===== src/rtl/bcd_digit_scanner.sv =====
// Time-multiplexed BCD digit scanner feeding a 7-segment decoder; active-low anode enables.
// Optional build macro LEADING_ZERO_BLANK_EN blanks leading zero digits (digit 0 always shown).
module bcd_digit_scanner #(
  parameter int DIGITS      = 4,
  parameter int REFRESH_DIV = 50000,
  parameter int DIV_W       = 16
) (
  input  logic                  clk,
  input  logic                  rst_n,
  input  logic                  load_valid,
  output logic                  load_ready,
  input  logic [4*DIGITS-1:0]   digits_in,
  output logic [3:0]            bcd,
  output logic [DIGITS-1:0]     an,
  output logic                  frame_done
);

  localparam int IDX_W = $clog2(DIGITS);

  logic [DIV_W-1:0]           div_cnt;
  logic [IDX_W-1:0]           idx;
  logic                       pend_valid;
  logic [DIGITS-1:0][3:0]     pend_data;
  logic [DIGITS-1:0][3:0]     disp_data;
  logic                       slot;
  logic                       boundary;
  logic                       accept;
  logic [DIGITS-1:0]          blank;

  assign slot     = (div_cnt == DIV_W'(REFRESH_DIV - 1));
  assign boundary = slot && (idx == IDX_W'(DIGITS - 1));

  // Handshake: a word transfers on a rising edge where load_valid & load_ready;
  // the producer holds load_valid/digits_in stable until then. load_ready only
  // reflects the one-deep pending register, so at most one word waits per frame.
  assign load_ready = ~pend_valid;
  assign accept     = load_valid & ~pend_valid;

  always_ff @(posedge clk or negedge rst_n) begin
    if (!rst_n) begin
      div_cnt <= '0;
      idx     <= '0;
    end else if (slot) begin
      div_cnt <= '0;
      idx     <= boundary ? '0 : idx + IDX_W'(1);
    end else begin
      div_cnt <= div_cnt + DIV_W'(1);
    end
  end

  // Display word only changes at the frame boundary so a frame never mixes words.
  always_ff @(posedge clk or negedge rst_n) begin
    if (!rst_n) begin
      pend_valid <= 1'b0;
      pend_data  <= '0;
      disp_data  <= '0;
    end else begin
      if (boundary && pend_valid) begin
        disp_data  <= pend_data;
        pend_valid <= 1'b0;
      end
      if (accept) begin
        pend_data  <= digits_in;
        pend_valid <= 1'b1;
      end
    end
  end

`ifdef LEADING_ZERO_BLANK_EN
  logic zero_run;

  // Digit k blanks when it and every higher nibble are zero; digit 0 never blanks.
  always_comb begin
    zero_run = 1'b1;
    blank    = '0;
    for (int k = DIGITS - 1; k > 0; k--) begin
      zero_run = zero_run & (disp_data[k] == 4'h0);
      blank[k] = zero_run;
    end
  end
`else
  assign blank = '0;
`endif

  always_ff @(posedge clk or negedge rst_n) begin
    if (!rst_n) begin
      bcd        <= 4'h0;
      an         <= '1;
      frame_done <= 1'b0;
    end else begin
      frame_done <= boundary;
      if (blank[idx]) begin
        an  <= '1;
        bcd <= 4'h0;
      end else begin
        an  <= ~(DIGITS'(1) << idx);
        bcd <= disp_data[idx];
      end
    end
  end

endmodule


===== config.mk =====
export PLATFORM = sky130hd
export DESIGN_NAME = bcd_digit_scanner
export DESIGN_NICKNAME = d
export VERILOG_FILES = /design/src/rtl/bcd_digit_scanner.sv
export SDC_FILE = /design/constraint.sdc
export NUM_CORES = 1
export LEC_CHECK = 0
export ABC_AREA = 1
export BUFFER_PORTS_ARGS = -buffer_cell sky130_fd_sc_hd__buf_2
export CORE_UTILIZATION = 62
export DETAILED_ROUTE_END_ITERATION = 8
export GPL_TIMING_DRIVEN = 0
export PLACE_DENSITY = 0.83
export SYNTH_ARGS = -nofsm -noshare
export SYNTH_HDL_FRONTEND = slang
export SYNTH_SLANG_ARGS = --single-unit

===== constraint.sdc =====
create_clock -name clk -period 3.2 [get_ports clk]
set_clock_uncertainty 0.05 [all_clocks]
set_input_delay 0.16 -clock clk [delete_from_list [all_inputs] [get_ports clk]]
set_output_delay 0.16 -clock clk [all_outputs]
set_load 0.02 [all_outputs]

==> results of run 1 <==
## where the power goes
| part | switching (mW) | internal, mW | total [mW] |
|---|---|---|---|
| clock network | 0.294 | 0.364 | 0.659 |
| registers | 0.0100 | 0.776 | 0.786 |
| logic | 0.0218 | 0.0266 | 0.0484 |
## cell type report
| type | instances | area [µm²] | share of cell area, % |
|---|---|---|---|
| Clock buffer | 13 | 178.9 | 5.523 |
| Inverter | 33 | 123.9 | 3.824 |
| Sequential cell | 60 | 1506 | 46.50 |
| Timing Repair Buffer | 36 | 222.7 | 6.875 |
| Buffer | 9 | 105.1 | 3.244 |
| Multi-Input combinational cell | 182 | 1021 | 31.52 |
| Tap cell | 50 | 62.56 | 1.931 |
| Clock inverter | 3 | 18.77 | 0.5794 |
## cell families (layout without fill, tap and decap cells)
| kind of cell | Yosys count | in the layout | share of synthesized area [%] |
|---|---|---|---|
| AO/OA/AOI/OAI | 20 | 20 | 3.904 |
| XOR/XNOR | 6 | 6 | 1.906 |
| AND/OR/NAND/NOR | 135 | 135 | 22.42 |
| flip-flops | 60 | 60 | 54.65 |
| buffers and inverters | 42 | 94 | 8.307 |
| adder cells (fa/ha/maj) | 5 | 5 | 2.270 |
| multiplexers | 16 | 16 | 6.536 |
## per-stage QoR
stage	cells	utilization (%)
floorplan	284	-
global placement	362	71.41
detailed placement	362	71.41
CTS	385	77.87
global route	386	78.17
finish	386	78.17
## synth_stat cells, drive strengths merged
cell type   n  share of area [%]
clkbuf      4                2.0
nand3      12                2.5
o21bai      1               0.27
dfrtp      56                 51
buf         5                1.8
a21oi       2               0.36
clkinv      1               0.14
ha          5                2.3
o22ai       4               0.91
xor2        6                1.9
mux2       16                6.5
nand2      63                8.8
inv        32                4.4
o21ai      13                2.4
dfstp       4                3.8
nand4      18                4.6
nor3        5               0.91
nor2       37                5.6
## layer usage
layer	part of all wire (%)	track usage, %
met5	0	0
met3	4.4	7.895
met2	48	41.30
met4	1.8	11.72
met1	45	32.72
## state kept, by name (all words and copies together) (netlist names)
signal      cells
an              4
pend_data      16
div_cnt        16
idx             2
frame_done      1
bcd             4
pend_valid      1
disp_data      16
## final timing paths
path	endpoint	slack, ns
max in group asynchronous	disp_data[4]	2.26
worst min register to register	div_cnt[0]	0.41
worst max register to register	disp_data[4]	1.56
min in group asynchronous	div_cnt[5]	0.36
worst min-delay path	pend_data[8]	0.008
worst max-delay path	disp_data[4]	1.56
==> out/qor.txt, run 1 <==
Levels on crit path = 7
Final WS setup = 1.564 ns
Routed WL = 5172 µm
WS Path Type = register to register
Die Width = 68.68 µm
RR Startpoint = div_cnt[0]
CTS tree = done
DIE AREA = 4716 µm²
Routed wire length per instance = 13.40 µm
Power Dens Cells = 461.0 nW/µm²
Setup crit start = div_cnt[0]
Syn Nets = 308
Synth warnings = 0
Initial Util = 66.52%
CP Launch Type = register
Final total power = 1.493 mW
Crit path DAT = 1.81 ns
Clk sinks = 60
Layout area overhead = 17.52%
GPL Wtd Cong = 0.8041
Library cells used by synthesis = 24
DRC viols = 0
Critical path's slowest cell = dfrtp_1
Die height = 68.68 µm
Mean Syn Cell Area = 9.706 µm²
GRT Resource Usage Total = 26.05%
Vias in the first global route = 1880
Slew @ Worst Pin = 0.7144 ns
Most used cell, CP = nand2_1
Post-CTS Hold Buffers = 7
Hold Slack = 0.007801 ns
Via-to-Cell Ratio = 5.262
Pleak = 1.737 nW
R2R depth = 7
Clk pin slew, worst setup/hold paths = 0.06 ns
RSZ-0062 raised after global routing = false
Seq/Total Area, Yosys = 54.65%
HP Class = input pin to register
Critical-path cell list = ha_1, nand3_2, nor2_2, nand4_4, buf_6, nand2_1, nand2_1
Post-place setup slack = 1.577 ns
Crit share post-route = 51.14%
Max-slew violation count = 0
CP required = 3.37 ns
CTS Buf Count = 9
Status = complete, no violations
Post-CTS sizing = 0
Antenna violations before repair = 0
Overflow after GRT = 0
Placeable Area = 4144 µm²
Setup_tns = 0 ns
Most frequent cells in the layout = 61 x nand2_1, 56 x dfrtp_1, 33 x nor2_1, 32 x inv_1, 28 x buf_2
Setup bufs post-CTS = 0
Final min period = 1.636 ns
Via count = 2031
Final nets = 355
# setup viols final = 0
Bufs and invs on worst path = 1
Clk root buf = clkbuf_8
Peak Freq = 0.6111 GHz
Commonest non-fill, non-tap cell in the layout = nand2_1
First DRT Iteration DRCs = 134
DR pass1 iterations = 4
Global-route wire length before repair = 8466 µm
Post-route cell area = 3239 µm²
Layout cells sized above 1 = 24.40%
Hold Path Cell Cnt = 2
Post-route ant nets = 0
CP delay by family, top = simple AND/OR/NAND/NOR gates
HP Start = digits_in[8]
I/O pin total = 29
Worst-skew pair later-pin latency = 0.34 ns
Hold Vio Cnt, Final = 0
Max rail drop VDD = 0.0002906 V
Port Buffer Count = 28
Num rows = 23
Max-cap violations = 0
Max Fanout on Critical Path = 10
Worst slew margin = 52.37%
Setup crit end kind = register
Post-DP HPWL = 3498 µm
Placed Area = 2959 µm²
CP peak stage delay = 0.37 ns
Number of synthesized register bits = 60
H-tree Lvls = 3
Fillcell total = 282
Clock Path Buffers = 2
Cell area after synthesis = 2756 µm²
Mapped Cells = 284
Largest net degree at the start of global routing = 61
Ant. Diodes = 0
Power figures use the tool's default switching activity.
==> run 2, diff against run 1 <==
--- a/config.mk
+++ b/config.mk
@@ -7,10 +7,10 @@
 export LEC_CHECK = 0
 export ABC_AREA = 1
 export BUFFER_PORTS_ARGS = -buffer_cell sky130_fd_sc_hd__buf_2
-export CORE_UTILIZATION = 62
+export CORE_UTILIZATION = 52
 export DETAILED_ROUTE_END_ITERATION = 8
 export GPL_TIMING_DRIVEN = 0
-export PLACE_DENSITY = 0.83
+export PLACE_DENSITY = 0.75
 export SYNTH_ARGS = -nofsm -noshare
 export SYNTH_HDL_FRONTEND = slang
 export SYNTH_SLANG_ARGS = --single-unit
==> constraint.sdc (replaced) <==
create_clock -name clk -period 1.5 [get_ports clk]
set_clock_uncertainty 0.05 [all_clocks]
set_input_delay 0.075 -clock clk [delete_from_list [all_inputs] [get_ports clk]]
set_output_delay 0.075 -clock clk [all_outputs]
set_load 0.02 [all_outputs]
==> run 2 against run 1 <==
- register-to-register slack worse by 1.5 ns
- first-iteration DRC count is 27% lower
- clock-buffer cell count is 1 lower
- via count is 5.7% higher
- highest routed layer unchanged
- final cell count is 9.6% higher
- maximum frequency is 11% higher
- utilization is 8.6 points lower
- critical path depth stayed put
==> out/qor.txt, run 2 (synthesis gave the netlist of run 1 again) <==
Status = complete, no violations
Critical-path cell list = ha_4, nand3_2, nor2_4, nand4_4, buf_6, nand2_1, nand2_1
Vias in the first global route = 2021 (+7.5%)
Hold Slack = 0.3040 ns (+0.2962 ns)
HP Class = input pin to asynchronous set/reset pin
Slew @ Worst Pin = 0.7339 ns (+0.01950 ns)
Met1 Resource Use GR = 26.57% (-6.2 points)
Gr busiest metal = met2
Met3 usage in global routing = 5.890% (-2.0 points)
DRC viols = 0 (unchanged)
Placed Area = 2984 µm² (+0.85%)
Post-DP HPWL = 3493 µm (-0.14%)
Post-route cell area = 3551 µm² (+9.6%)
Final total power = 3.728 mW (+150%)
Critical path's slowest cell = dfrtp_1
Layout cells sized above 1 = 26.91% (+2.5 points)
Most frequent cells in the layout = 60 x nand2_1, 56 x dfrtp_1, 32 x inv_1, 30 x nor2_1, 28 x buf_2
First DRT Iteration DRCs = 98 (-27%)
Power Dens Cells = 1050 nW/µm² (+130%)
Num rows = 26 (+13%)
Port Buffer Count = 28 (unchanged)
RR Startpoint = div_cnt[1]
GRT Resource Usage Total = 21.97% (-4.1 points)
Clk pin slew, worst setup/hold paths = 0.07 ns (about the same)
DIE AREA = 5596 µm² (+19%)
Final core occ = 69.52% (-8.6 points)
CTS Buf Count = 9 (unchanged)
Max Fanout on Critical Path = 10 (unchanged)
Peak Freq = 0.6777 GHz (+11%)
Die height = 74.81 µm (+8.9%)
GR Layer Usage met2 = 36.34% (-5.0 points)
WS Path Type = register to register
Clk root buf = clkbuf_8
Routed wire length per instance = 13.13 µm (-2.0%)
I/O pin total = 29 (unchanged)
Clock Path Buffers = 2 (unchanged)
Reg2reg end = disp_data[1]
Layout area overhead = 28.82%
R2R depth = 7 (unchanged)
Max-cap violations = 0 (unchanged)
GPL Wtd Cong = 0.8491 (+5.6%)
Largest net degree at the start of global routing = 61 (unchanged)
Setup crit end kind = register
CP Launch Type = register
Clk sinks = 60 (unchanged)
Placeable Area = 5107 µm² (+23%)
Via count = 2146 (+5.7%)
DR pass1 iterations = 4 (unchanged)
Top flop regs = disp_data: 16 flops, div_cnt: 16 flops, pend_data: 16 flops
Commonest non-fill, non-tap cell in the layout = nand2_1
Routed WL = 5556 µm (+7.4%)
Crit path DAT = 1.64 ns (-0.17 ns)
Most used cell, CP = nand2_1
Hold Vio Cnt, Final = 0 (unchanged)
Worst-skew pair later-pin latency = 0.33 ns (about the same)
CTS tree = done
Global-route wire length before repair = 8838 µm (+4.4%)
Fillcell total = 403 (+43%)
RSZ-0062 raised after global routing = true
Post-route ant nets = 0 (unchanged)
Ant. Diodes = 0 (unchanged)
Antenna violations before repair = 0 (unchanged)
Worst slew margin = 51.07% (-1.3 points)
Reg-to-reg setup timing slack = 0.02 ns (-1.54 ns)
Overflow after GRT = 0 (unchanged)
CP required = 1.67 ns (-1.70 ns)
Initial Util = 53.97% (-13 points)
# setup viols final = 0 (unchanged)
H-tree Lvls = 3 (unchanged)
CP peak stage delay = 0.39 ns (+0.02 ns)
Max-slew violation count = 0 (unchanged)
Final min period = 1.475 ns (-0.1610 ns)
Via-to-Cell Ratio = 5.073 (-3.6%)
Max rail drop VDD = 0.0008168 V (+180%)
Die Width = 74.81 µm (+8.9%)
Crit share post-route = 98.37% (+47 points)
Pleak = 1.839 nW (+5.8%)
Final nets = 372 (+4.8%)
[run 2: layer usage]
| metal | wire [µm] | vias up |
|---|---|---|
| met5 | 0 | - |
| met4 | 105 | 0 |
| met3 | 343 | 10 |
| met2 | 2789 | 63 |
| met1 | 2318 | 1022 |
| li1 | - | 1051 |
[run 2: report_power, final]
| part | switching, mW | internal [mW] |
|---|---|---|
| clock network | 0.609 | 1.32 |
| logic | 0.0501 | 0.0735 |
| registers | 0.0196 | 1.66 |
| total | 0.679 | 3.05 |
[run 2: cell type report]
cell class | count | area (µm²) | area share (%)
clock buffers | 12 | 145.1 | 4.087
plain buffers | 9 | 105.1 | 2.960
repair buffers | 53 | 387.9 | 10.92
clock inverters | 4 | 120.1 | 3.383
inverters | 33 | 125.1 | 3.524
multi-input cells | 182 | 1074 | 30.23
well taps | 70 | 87.58 | 2.467
flip-flops and latches | 60 | 1506 | 42.42
[run 2: worst max-delay path by stage]
stage	start	endpoint	slack [ns]	depth (start not counted)
global placement	div_cnt[0]	disp_data[1]	-0.09	7
detailed placement	div_cnt[0]	disp_data[1]	-0.13	7
global route	div_cnt[1]	disp_data[2]	-0.04	8
floorplan	div_cnt[0]	disp_data[14]	0.06	7
CTS	div_cnt[12]	idx[0]	-0.01	6
finish	div_cnt[1]	disp_data[1]	0.02	7
[run 2: what timing repair did]
item,4_1_cts,5_1_grt
setup endpoints to repair,27,27
buffers inserted,2,5
endpoints found under the hold margin,17,56
gates resized for setup,5,10
pin swaps,4,3
hold buffers,17,1
[run 2: stage by stage]
stage | instances | setup TNS [ns] | setup WS (ns)
floorplan | 284 | 0 | 0.06167
global placement | 382 | -1.253 | -0.09065
detailed placement | 382 | -1.877 | -0.1312
CTS | 417 | -0.01021 | -0.01021
global route | 423 | -0.2605 | -0.03994
finish | 423 | 0 | 0.02451
[run 2: critical path, delay by kind of cell, from the launching register on]
kind / cells / cell delay, ns
fa+ha+maj: 1 / 0.17
buf+inv: 1 / 0.17
flops: 1 / 0.39
simple gates: 5 / 0.56
==> run 3, diff against run 2 <==
--- a/config.mk
+++ b/config.mk
@@ -7,10 +7,10 @@
 export LEC_CHECK = 0
 export ABC_AREA = 1
 export BUFFER_PORTS_ARGS = -buffer_cell sky130_fd_sc_hd__buf_2
-export CORE_UTILIZATION = 52
+export CORE_UTILIZATION = 62
 export DETAILED_ROUTE_END_ITERATION = 8
 export GPL_TIMING_DRIVEN = 0
-export PLACE_DENSITY = 0.75
+export PLACE_DENSITY = 0.83
 export SYNTH_ARGS = -nofsm -noshare
 export SYNTH_HDL_FRONTEND = slang
 export SYNTH_SLANG_ARGS = --single-unit
==> constraint.sdc (replaced) <==
create_clock -name clk -period 1.9 [get_ports clk]
set_clock_uncertainty 0.05 [all_clocks]
set_input_delay 0.095 -clock clk [delete_from_list [all_inputs] [get_ports clk]]
set_output_delay 0.095 -clock clk [all_outputs]
set_load 0.02 [all_outputs]
==> run 3 against run 2 <==
- critical path depth unchanged
- design area down 6.0%
- worst hold slack worse by 0.0074 ns
- clock-buffer cell count up 1
- die area down 16%
- clock power down 42%
- setup slack better by 0.23 ns
- non-clock buffer count down 7
- sequential cell count unchanged
==> out/qor.txt, run 3 (synthesis gave the netlist of run 1 again) <==
Global-route wire length before repair = 9301 µm (+5.2%)
GRT Resource Usage Total = 28.81% (+6.8 points)
Crit share post-route = 86.53% (-12 points)
Post-route ant nets = 0 (unchanged)
Critical-path cell list = ha_1, nand3_2, nor2_2, nand4_4, buf_6, nand2_1, nand2_1
Layout cells sized above 1 = 23.70% (-3.2 points)
Max Fanout on Critical Path = 10 (unchanged)
CP peak stage delay = 0.37 ns (-0.02 ns)
Flop pwr share = 52.2% (+7.3 points)
Vias in the first global route = 2036 (+0.74%)
Max-slew violation count = 0 (unchanged)
Max rail drop VDD = 0.0004938 V (-40%)
RSZ-0062 raised after global routing = false
HP Class = input pin to asynchronous set/reset pin
Clock power share = 43.7% (-8.0 points)
Switching Fraction = 22.06% (+3.8 points)
Peak Freq = 0.6083 GHz (-10%)
Clock Path Buffers = 2 (unchanged)
Final min period = 1.644 ns (+0.1685 ns)
Commonest non-fill, non-tap cell in the layout = nand2_1
Reg2reg end = disp_data[4]
Hold Vio Cnt, Final = 0 (unchanged)
CP delay by family, top = simple AND/OR/NAND/NOR gates
Setup crit end kind = register
Post-DP HPWL = 3498 µm (+0.14%)
# setup viols final = 0 (unchanged)
Setup bufs post-CTS = 0 (-2)
Power Dens Cells = 760.6 nW/µm² (-28%)
Post-CTS Hold Buffers = 17 (unchanged)
Combinational fraction of design power = 4.0% (+0.7 points)
Status = complete, no violations
Worst Setup EP = disp_data[4]
Fillcell total = 272 (-33%)
Slew @ Worst Pin = 0.7168 ns (-0.01708 ns)
Max-cap violations = 0 (unchanged)
Num rows = 23 (-12%)
Clk root buf = clkbuf_8
Die Width = 68.68 µm (-8.2%)
Worst slew margin = 52.21% (+1.1 points)
Initial Util = 66.52% (+13 points)
H-tree Lvls = 3 (unchanged)
Bufs and invs on worst path = 1 (unchanged)
Largest net degree at the start of global routing = 61 (unchanged)
WS Path Type = register to register
GPL Wtd Cong = 0.8041 (-5.3%)
Placeable Area = 4144 µm² (-19%)
Final nets = 365 (-1.9%)
Overflow after GRT = 0 (unchanged)
DR pass1 iterations = 4 (unchanged)
CTS Buf Count = 9 (unchanged)
Most used cell, CP = nand2_1
Layout area overhead = 21.15%
Routed WL = 5778 µm (+4.0%)
Via count = 2140 (-0.28%)
Antenna violations before repair = 0 (unchanged)
Setup_tns = 0 ns (unchanged)
Clk sinks = 60 (unchanged)
Top flop regs = disp_data: 16 flops, div_cnt: 16 flops, pend_data: 16 flops
Die height = 68.68 µm (-8.2%)
Reg-to-reg setup timing slack = 0.26 ns (+0.23 ns)
Ant. Diodes = 0 (unchanged)
CTS tree = done
Port Buffer Count = 28 (unchanged)
R2R depth = 7 (unchanged)
Sw power = 0.5604 mW (-18%)
DIE AREA = 4716 µm² (-16%)
Via-to-Cell Ratio = 5.404 (+6.5%)
Levels on crit path = 7 (unchanged)
Hold Slack = 0.2965 ns (-0.007434 ns)
Most frequent cells in the layout = 61 x nand2_1, 56 x dfrtp_1, 33 x nor2_1, 32 x inv_1, 28 x buf_2
Setup crit start = div_cnt[0]
I/O pin total = 29 (unchanged)
Critical path's slowest cell = dfrtp_1
Post-CTS sizing = 0 (-5)
Pleak = 1.779 nW (-3.2%)
CP required = 2.08 ns (+0.41 ns)
Crit path DAT = 1.82 ns (+0.18 ns)
Clk pin slew, worst setup/hold paths = 0.07 ns (about the same)
RR Startpoint = div_cnt[0]
Design internal power = 1.980 mW (-35%)
Routed wire length per instance = 14.59 µm (+11%)
DRC viols = 0 (unchanged)
CP Launch Type = register
Worst-skew pair later-pin latency = 0.34 ns (about the same)
First DRT Iteration DRCs = 137 (+40%)
## run 3: cell types whose count changed in the layout (fill, tap and decap cells not counted), sizes merged
cell	delta
buf	-7
bufinv	-4
clkinv	+3
clkbuf	+1
## run 3: how the worst min path moves through the flow
stage                       start            end  cells after the start
global route                rst_n    div_cnt[13]                      2
floorplan                   rst_n         bcd[0]                      0
global placement    digits_in[14]  pend_data[14]                      2
finish                      rst_n     div_cnt[5]                      2
detailed placement   digits_in[3]   pend_data[3]                      2
CTS                         rst_n    div_cnt[13]                      1
## run 3: power by group through the flow
stage / Sequential [mW] / Combinational, mW / Clock (mW)
after floorplan: 1.34 / 0.0253 / 0
after global placement: 1.34 / 0.0666 / 0
after detailed placement: 1.35 / 0.0708 / 0
after CTS: 1.32 / 0.0972 / 1.12
after global routing: 1.33 / 0.115 / 1.18
final: 1.33 / 0.103 / 1.11
## run 3: stage by stage
stage	area, µm²	total power, mW	setup slack [ns]	util, %	instances
4_1_cts	3327	2.542	0.2493	80.28	395
5_1_grt	3339	2.622	0.1492	80.59	396
2_1_floorplan	2756	1.366	0.4617	-	284
3_5_place_dp	2959	1.418	0.2769	71.41	362
3_3_place_gp	2959	1.411	0.3060	71.41	362
6_report	3339	2.540	0.2560	80.59	396
## run 3: final cells by class
class                           instances  area [µm²]  share of cell area (%)
Buffer                                  9       105.1                   3.147
Multi-Input combinational cell        182        1021                   30.57
Sequential cell                        60        1506                   45.11
Timing Repair Buffer                   46       322.8                   9.667
Inverter                               33       123.9                   3.709
Clock inverter                          3       18.77                  0.5620
Clock buffer                           13       178.9                   5.358
Tap cell                               50       62.56                   1.873
## run 3: metal layers
metal,up-vias,global-route usage (%),part of all wire (%)
li1,1031,-,-
met1,1025,34.30,43
met2,67,47.67,50
met3,17,8.882,5.3
met4,0,13.02,2.4
met5,-,0,0
